**src/rtl/wallace_final_adder.sv**
```systemverilog
// Segmented carry-propagate adder that merges the Wallace tree sum/carry rows.
// Each stage ripples SEG_W bits and hands its carry to the next stage through a register.
module full_adder (
    input  logic a,
    input  logic b,
    input  logic ci,
    output logic s,
    output logic co
);
    assign s  = a ^ b ^ ci;
    assign co = (a & b) | (ci & (a ^ b));
endmodule

module seg_adder #(
    parameter int SEG_W = 8
) (
    input  logic [SEG_W-1:0] a,
    input  logic [SEG_W-1:0] b,
    input  logic             ci,
    output logic [SEG_W-1:0] s,
    output logic             co
);
    logic [SEG_W:0] c;

    assign c[0] = ci;
    for (genvar i = 0; i < SEG_W; i++) begin : g_fa
        full_adder u_fa (.a(a[i]), .b(b[i]), .ci(c[i]), .s(s[i]), .co(c[i+1]));
    end
    assign co = c[SEG_W];
endmodule

module wallace_final_adder #(
    parameter int WIDTH = 32,
    parameter int SEG_W = 8,
    localparam int NUM_SEG = WIDTH / SEG_W,
    localparam int OCC_W = $clog2(NUM_SEG + 1)
) (
    input  logic             clk,
    input  logic             rst,
    input  logic             in_valid,
    output logic             in_ready,
    input  logic [WIDTH-1:0] sum_row,
    input  logic [WIDTH-1:0] carry_row,
    output logic             out_valid,
    input  logic             out_ready,
    output logic [WIDTH-1:0] result,
    output logic             cout,
    output logic [OCC_W-1:0] occupancy
);
    localparam logic [OCC_W-1:0] OCC_ONE = 1;

    logic adv, accept, emit;

    assign adv      = !out_valid || out_ready;
    assign in_ready = adv;
    assign accept   = in_valid && adv;
    assign emit     = out_valid && out_ready;

    // Stage k keeps only the (k+1) finished low segments and the still-unadded upper operand bits.
    for (genvar k = 0; k < NUM_SEG; k++) begin : g_stg
        localparam int LO  = k * SEG_W;
        localparam int REM = WIDTH - LO;

        logic [REM-1:0]      pa, pb;
        logic                pv, pcy;
        logic [LO+SEG_W-1:0] nacc, acc;
        logic [SEG_W-1:0]    seg_s;
        logic                seg_co;
        logic                vld, cy;

        if (k == 0) begin : g_in
            assign pa   = sum_row;
            assign pb   = carry_row;
            assign pv   = in_valid;
            assign pcy  = 1'b0;
            assign nacc = seg_s;
        end else begin : g_in
            assign pa   = g_stg[k-1].g_skew.opa;
            assign pb   = g_stg[k-1].g_skew.opb;
            assign pv   = g_stg[k-1].vld;
            assign pcy  = g_stg[k-1].cy;
            assign nacc = {seg_s, g_stg[k-1].acc};
        end

        seg_adder #(.SEG_W(SEG_W)) u_seg (
            .a (pa[SEG_W-1:0]),
            .b (pb[SEG_W-1:0]),
            .ci(pcy),
            .s (seg_s),
            .co(seg_co)
        );

        // Data only loads for valid entries so idle-cycle garbage never enters the pipe.
        always_ff @(posedge clk or posedge rst) begin
            if (rst) begin
                vld <= 1'b0;
                cy  <= 1'b0;
                acc <= '0;
            end else if (adv) begin
                vld <= pv;
                if (pv) begin
                    acc <= nacc;
                    cy  <= seg_co;
                end
            end
        end

        if (k < NUM_SEG - 1) begin : g_skew
            logic [REM-SEG_W-1:0] opa, opb;

            always_ff @(posedge clk or posedge rst) begin
                if (rst) begin
                    opa <= '0;
                    opb <= '0;
                end else if (adv && pv) begin
                    opa <= pa[REM-1:SEG_W];
                    opb <= pb[REM-1:SEG_W];
                end
            end
        end
    end

    assign out_valid = g_stg[NUM_SEG-1].vld;
    assign result    = g_stg[NUM_SEG-1].acc;
    assign cout      = g_stg[NUM_SEG-1].cy;

    always_ff @(posedge clk or posedge rst) begin
        if (rst) begin
            occupancy <= '0;
        end else begin
            case ({accept, emit})
                2'b10:   occupancy <= occupancy + OCC_ONE;
                2'b01:   occupancy <= occupancy - OCC_ONE;
                default: occupancy <= occupancy;
            endcase
        end
    end
endmodule
```
**config.mk**
```make
export PLATFORM = sky130hd
export DESIGN_NAME = wallace_final_adder
export DESIGN_NICKNAME = d
export VERILOG_FILES = /design/src/rtl/wallace_final_adder.sv
export SDC_FILE = /design/constraint.sdc
export NUM_CORES = 1
export LEC_CHECK = 0
export BUFFER_PORTS_ARGS = -buffer_cell sky130_fd_sc_hd__buf_2
export CORE_MARGIN = 3
export CORE_UTILIZATION = 55
export DETAILED_ROUTE_END_ITERATION = 7
export PLACE_DENSITY = 0.77
export SLEW_MARGIN = 20
export SYNTH_ARGS = -nofsm -noshare
export SYNTH_HDL_FRONTEND = slang
export SYNTH_SLANG_ARGS = --single-unit
```
**constraint.sdc**
```tcl
create_clock -name clk -period 8.1 [get_ports clk]
set_clock_uncertainty 0.1 [all_clocks]
set_input_delay 2.43 -clock clk [delete_from_list [all_inputs] [get_ports clk]]
set_output_delay 2.43 -clock clk [all_outputs]
set_load 0.02 [all_outputs]
```
Yosys cells after proc, flatten, opt, wreduce, memory -nomap -nowiden
Index checks and enable logic that the tools add are counted.
Widths: inputs -> output; s select.

storage, ports and cells
  flip-flop bits (word level) = 187
  bits in latches = 0
  RAM bits = 0
  bits in read-only memories = 0
  input port bits = 68
  output and inout port bits = 38
  word-level logic and storage cells = 192
  memories kept = 0

cells by class
  $add $sub $neg = 2
  multipliers = 0
  divide/modulo/power cells = 0
  $lt $le $gt $ge = 0
  equal/unequal tests = 2
  shift operators = 0
  mux-type cells = 1
  bitwise operators = 157
  reduce and logical (&&, ||, !) cells = 11

operators with widths
  operator             count
  $and 1x1->1          63
  $xor 1x1->1          63
  $or 1x1->1           31
  $reduce_and 2->1     4
  $pmux 3 s2           1
  $logic_and 1x1->1    4
  $add 3x1->3 const B  1
  $sub 3x1->3 const B  1
  $eq 2x1->1 const B   1
  $eq 2x2->1 const B   1
  $reduce_bool 2->1    1
  $logic_not 1->1      1
  $logic_or 1x1->1     1

Logic depth before layout (Yosys ltp)
  depth in word-level cells = 17
  gate-level depth with buffers = 12
  mapped depth without buffers = 12

By module
Synthesis repeated with hierarchy kept, for this count alone.

unflattened totals
  cells, all modules = 443
  area total of the unflattened synthesis = 7,741.2 µm²

by module, submodules not included
  module               times used  cells each  area each (µm²)  sequential area each (µm²)
  wallace_final_adder  1           411         7,100.6          4,679.5
  full_adder           32          1           20.0             0.0

Least setup slack after synthesis
Ideal clock, no wire load.

  path type = input to register
  start point = in sum_row[0]
  end point = reg g_stg[0].acc[7]
  library setup time = 0.082 ns
  arrival = 5.471 ns
  required time = 7.918 ns
  setup slack = 2.447 ns
  stages = 10
  path buffers = 0
  cells stage by stage = ha_1 -> fa_1 -> fa_1 -> fa_1 -> fa_1 -> fa_1 -> fa_1 -> inv_1 -> fa_1 -> a31oi_1

on the way
  word-level cells in the longest chain between the ends = 14

RTL lines
  item                      RTL line  RTL
  start: declaration        42        input logic [WIDTH-1:0] sum_row,
  $and 1x1->1 (2 in a row)  11        assign co = (a & b) | (ci & (a ^ b));
  $or 1x1->1                11
  $and 1x1->1               11
  $or 1x1->1                11
  $and 1x1->1               11
  $or 1x1->1                11
  $and 1x1->1               11
  $or 1x1->1                11
  $and 1x1->1               11
  $or 1x1->1                11
  $and 1x1->1               11
  $or 1x1->1                11
  $xor 1x1->1               10        assign s = a ^ b ^ ci;
  end signal: assignment    102       acc <= nacc;
  end: declaration          66        logic [LO+SEG_W-1:0] nacc, acc;

No other way between the ends.
A chain may end at the register's enable or synchronous reset.

Worst setup path after layout
  start point = in out_ready
  end point = out in_ready

on the way
  word-level cells in the longest chain between the ends = 1

RTL lines
  item                RTL line  RTL
  start: declaration  45        input logic out_ready,
  $logic_or 1x1->1    54        assign adv = !out_valid || out_ready;
  end: declaration    41        output logic in_ready,

No other way between the ends.

==> flow_summary_export.csv <==
group,metric,value,unit
status,status,"finished, final reports clean",
critical_path,required,5.57,ns
clocking,clkSinkCount,187,
sta,maxSlewHeadroom,0.457,
yosys,synth_common_cells,"dfrtp_1, mux2_2, mux2_4",
clocking,clockBufferDepth,2,
routing,route.detailed.drc,0,
routing,vias,4012,
sta,period_minus_slack,5.53,ns
pwr,ir_drop,0.194,mV
global_routing,grt_pass1_wl,22.3,mm
sta,setup_viol,0,
critical_path,reg2reg_setup_slack,3.71,ns
hold_path,hold_path_class,"reg -> reg",
sta,tightest_slew,0.815,ns
yosys,yosys_warnings,0,
critical_path,r2r_end,"g_stg[2].acc[23]$_DFFE_PP0P_",
routing,drtAntennaViolNets,0,
layout,antennaDiodeCount,0,
placed_design,io_buffers,105,
global_routing,grt_max_degree,121,
yosys,synth_top_area_cell,"dfrtp_1",
yosys,ys_seq_area_frac,0.585,
critical_path,arrival,3.00,ns
yosys,synthTopCellsByArea,"dfrtp_1, mux2_2, mux2_4",
critical_path,rr_worst_depth,12,
critical_path,reg2reg_from,"g_stg[1].cy$_DFFE_PP0P_",
sta,timing.fmax,0.181,GHz
floorplanning,dieWidth,127,microns
yosys,synth_ff_type,"dfrtp_1",
layout,drive_above_1_share,0.513,
yosys,netlist_area,8000,sq um
floorplanning,io_pins,106,
global_routing,grt_overflow,0,
pwr,p_per_area,437,nW/um^2
layout,area_growth,16.0,%
layout,finalNetCount,685,
sta,finalMaxSlewViolations,0,
yosys,post-synth-top-count-cell,"dfrtp_1",
sta,period_share,0.683,
clocking,cts_setup_buffers,0,
sta,hold_violations,0,
yosys,ys_types,22,
routing,drt_iter0_markers,167,
pwr,p_leak,0.00444,uW
clocking,path_clk_slew,0.07,ns
yosys,ys_async_sr_fraction,1.00,
routing,drtPass1Iterations,4,
global_routing,first_global_vias,4375,
floorplanning,coreArea,14000,sq um
floorplanning,dieArea,16000,sq um
yosys,synth-edff-count,0,
critical_path,path_max_fanout,21,
clocking,cts_tree,"done",
yosys,syn_inst,475,
sta,finalSetupTns,0,ns
clocking,root_buffer,"clkbuf_16",
routing,vias_per_cell,5.17,
critical_path,end_kind,"primary output",
clocking,hold_buffers,0,
run,drv_cap,0,
yosys,synth_top_area_share,0.585,
critical_path,crit_start,"out_ready",
routing,wirelength,13.1,mm
critical_path,cp-start-kind,"input port",
clocking,numCtsBuffers,17,
critical_path,critPathKind,"in -> out",
yosys,ys_ff_latch,187,
clocking,htreeDepth,4,
floorplanning,start_util,0.570,
layout,post-route-util,0.661,
clocking,cts_resized,0,
critical_path,critPathCapture,"in_ready",
floorplanning,rows,43,
clocking,insertion_delay,0.43,ns
yosys,syn_nets,577,
placed_design,place_congestion,0.747,
floorplanning,fp.dieH,127,microns
yosys,synth.avg_cell_area,16.9,sq um
placed_design,dpl.hpwl,8.64,mm
global_routing,track_usage,0.179,
routing,post_drt_wl_per_cell,16.9,microns
global_routing,antenna_found_initial,1,
sta,rsz0062_at_grt,"no",
==> cell families after synthesis <==
logic type / count (synthesis) / share of synthesized area
adder cells (fa/ha/maj): 34 / 0.0832
XOR/XNOR: 3 / 0.00328
buffers and inverters: 53 / 0.0388
AO/OA/AOI/OAI: 15 / 0.0103
flip-flops: 187 / 0.585
multiplexers: 175 / 0.273
AND/OR/NAND/NOR: 8 / 0.00688
==> state kept, by name, indices dropped and copies added (netlist names) <==
register and flops:
out_valid 1, occupancy 3, cout 1, g_stg.g_skew.opa 48
result 32, g_stg.acc 48, g_stg.g_skew.opb 48, g_stg.cy 3
g_stg.vld 3
==> metal layers <==
metal,share of wire,GRT usage,vias up
met5,0.00099,0,-
met4,0.012,0.0530,2
met3,0.046,0.0568,19
met2,0.51,0.290,79
met1,0.43,0.233,2089
li1,-,-,1823
==> worst max-delay path, cell delays in order <==
cell	delay [ns]
buf_2	0.09
nand2b_4	0.26
buf_2	0.22
==> stage by stage <==
stage / hold slack (ns) / worst slack (ns) / std cells / instance area [sq um] / power (uW)
4_1_cts: 0.382 / 2.56 / 776 / 9290 / 4120
5_1_grt: 0.404 / 2.53 / 776 / 9290 / 4330
3_5_place_dp: 0.368 / 2.17 / 744 / 8610 / 3160
6_report: 0.371 / 2.57 / 776 / 9290 / 4050
2_1_floorplan: 0.352 / 0.485 / 475 / 8000 / 2790
3_3_place_gp: 0.358 / 2.24 / 744 / 8610 / 3060
==> worst min path at each step <==
stage                                           to  cells after the start  slack, ns                           startpoint
2_1_floorplan  g_stg[1].g_skew.opa[11]$_DFFE_PP0P_                      1       0.35  g_stg[0].g_skew.opa[19]$_DFFE_PP0P_
3_3_place_gp              occupancy[2]$_DFFE_PP0P_                      1       0.36             occupancy[2]$_DFFE_PP0P_
3_5_place_dp              occupancy[2]$_DFFE_PP0P_                      1       0.37             occupancy[2]$_DFFE_PP0P_
4_1_cts         g_stg[2].g_skew.opb[7]$_DFFE_PP0P_                      1       0.38  g_stg[1].g_skew.opb[15]$_DFFE_PP0P_
5_1_grt         g_stg[2].g_skew.opb[0]$_DFFE_PP0P_                      1       0.40   g_stg[1].g_skew.opb[8]$_DFFE_PP0P_
6_report        g_stg[2].g_skew.opb[7]$_DFFE_PP0P_                      1       0.37  g_stg[1].g_skew.opb[15]$_DFFE_PP0P_
==> report_power, final <==
part           switching (uW)  internal (uW)
sequential                253           1370
clock                     353            589
combinational             653            840
total                    1260           2800
==> cells in the final DEF, fill, tap and decap left out, types with 4 or more instances in the layout <==
cell type | Yosys | layout
a31oi_1 | 6 | 6
mux2_2 | 100 | 100
buf_4 | 0 | 4
mux2i_1 | 6 | 6
mux2_4 | 59 | 59
clkbuf_16 | 0 | 17
dfrtp_1 | 187 | 187
inv_1 | 33 | 32
a21oi_1 | 6 | 6
mux2_1 | 10 | 10
bufinv_16 | 0 | 6
buf_2 | 5 | 105
fa_1 | 32 | 32
==> final cells by class <==
class,count,area [sq um]
clock buffer,18,439
inverter,33,131
tap,180,225
multi-input combinational,235,3020
sequential,187,4680
clock inverter,14,240
timing repair buffer,109,556
fill,989,4750
Power figures use the tool's default switching activity.
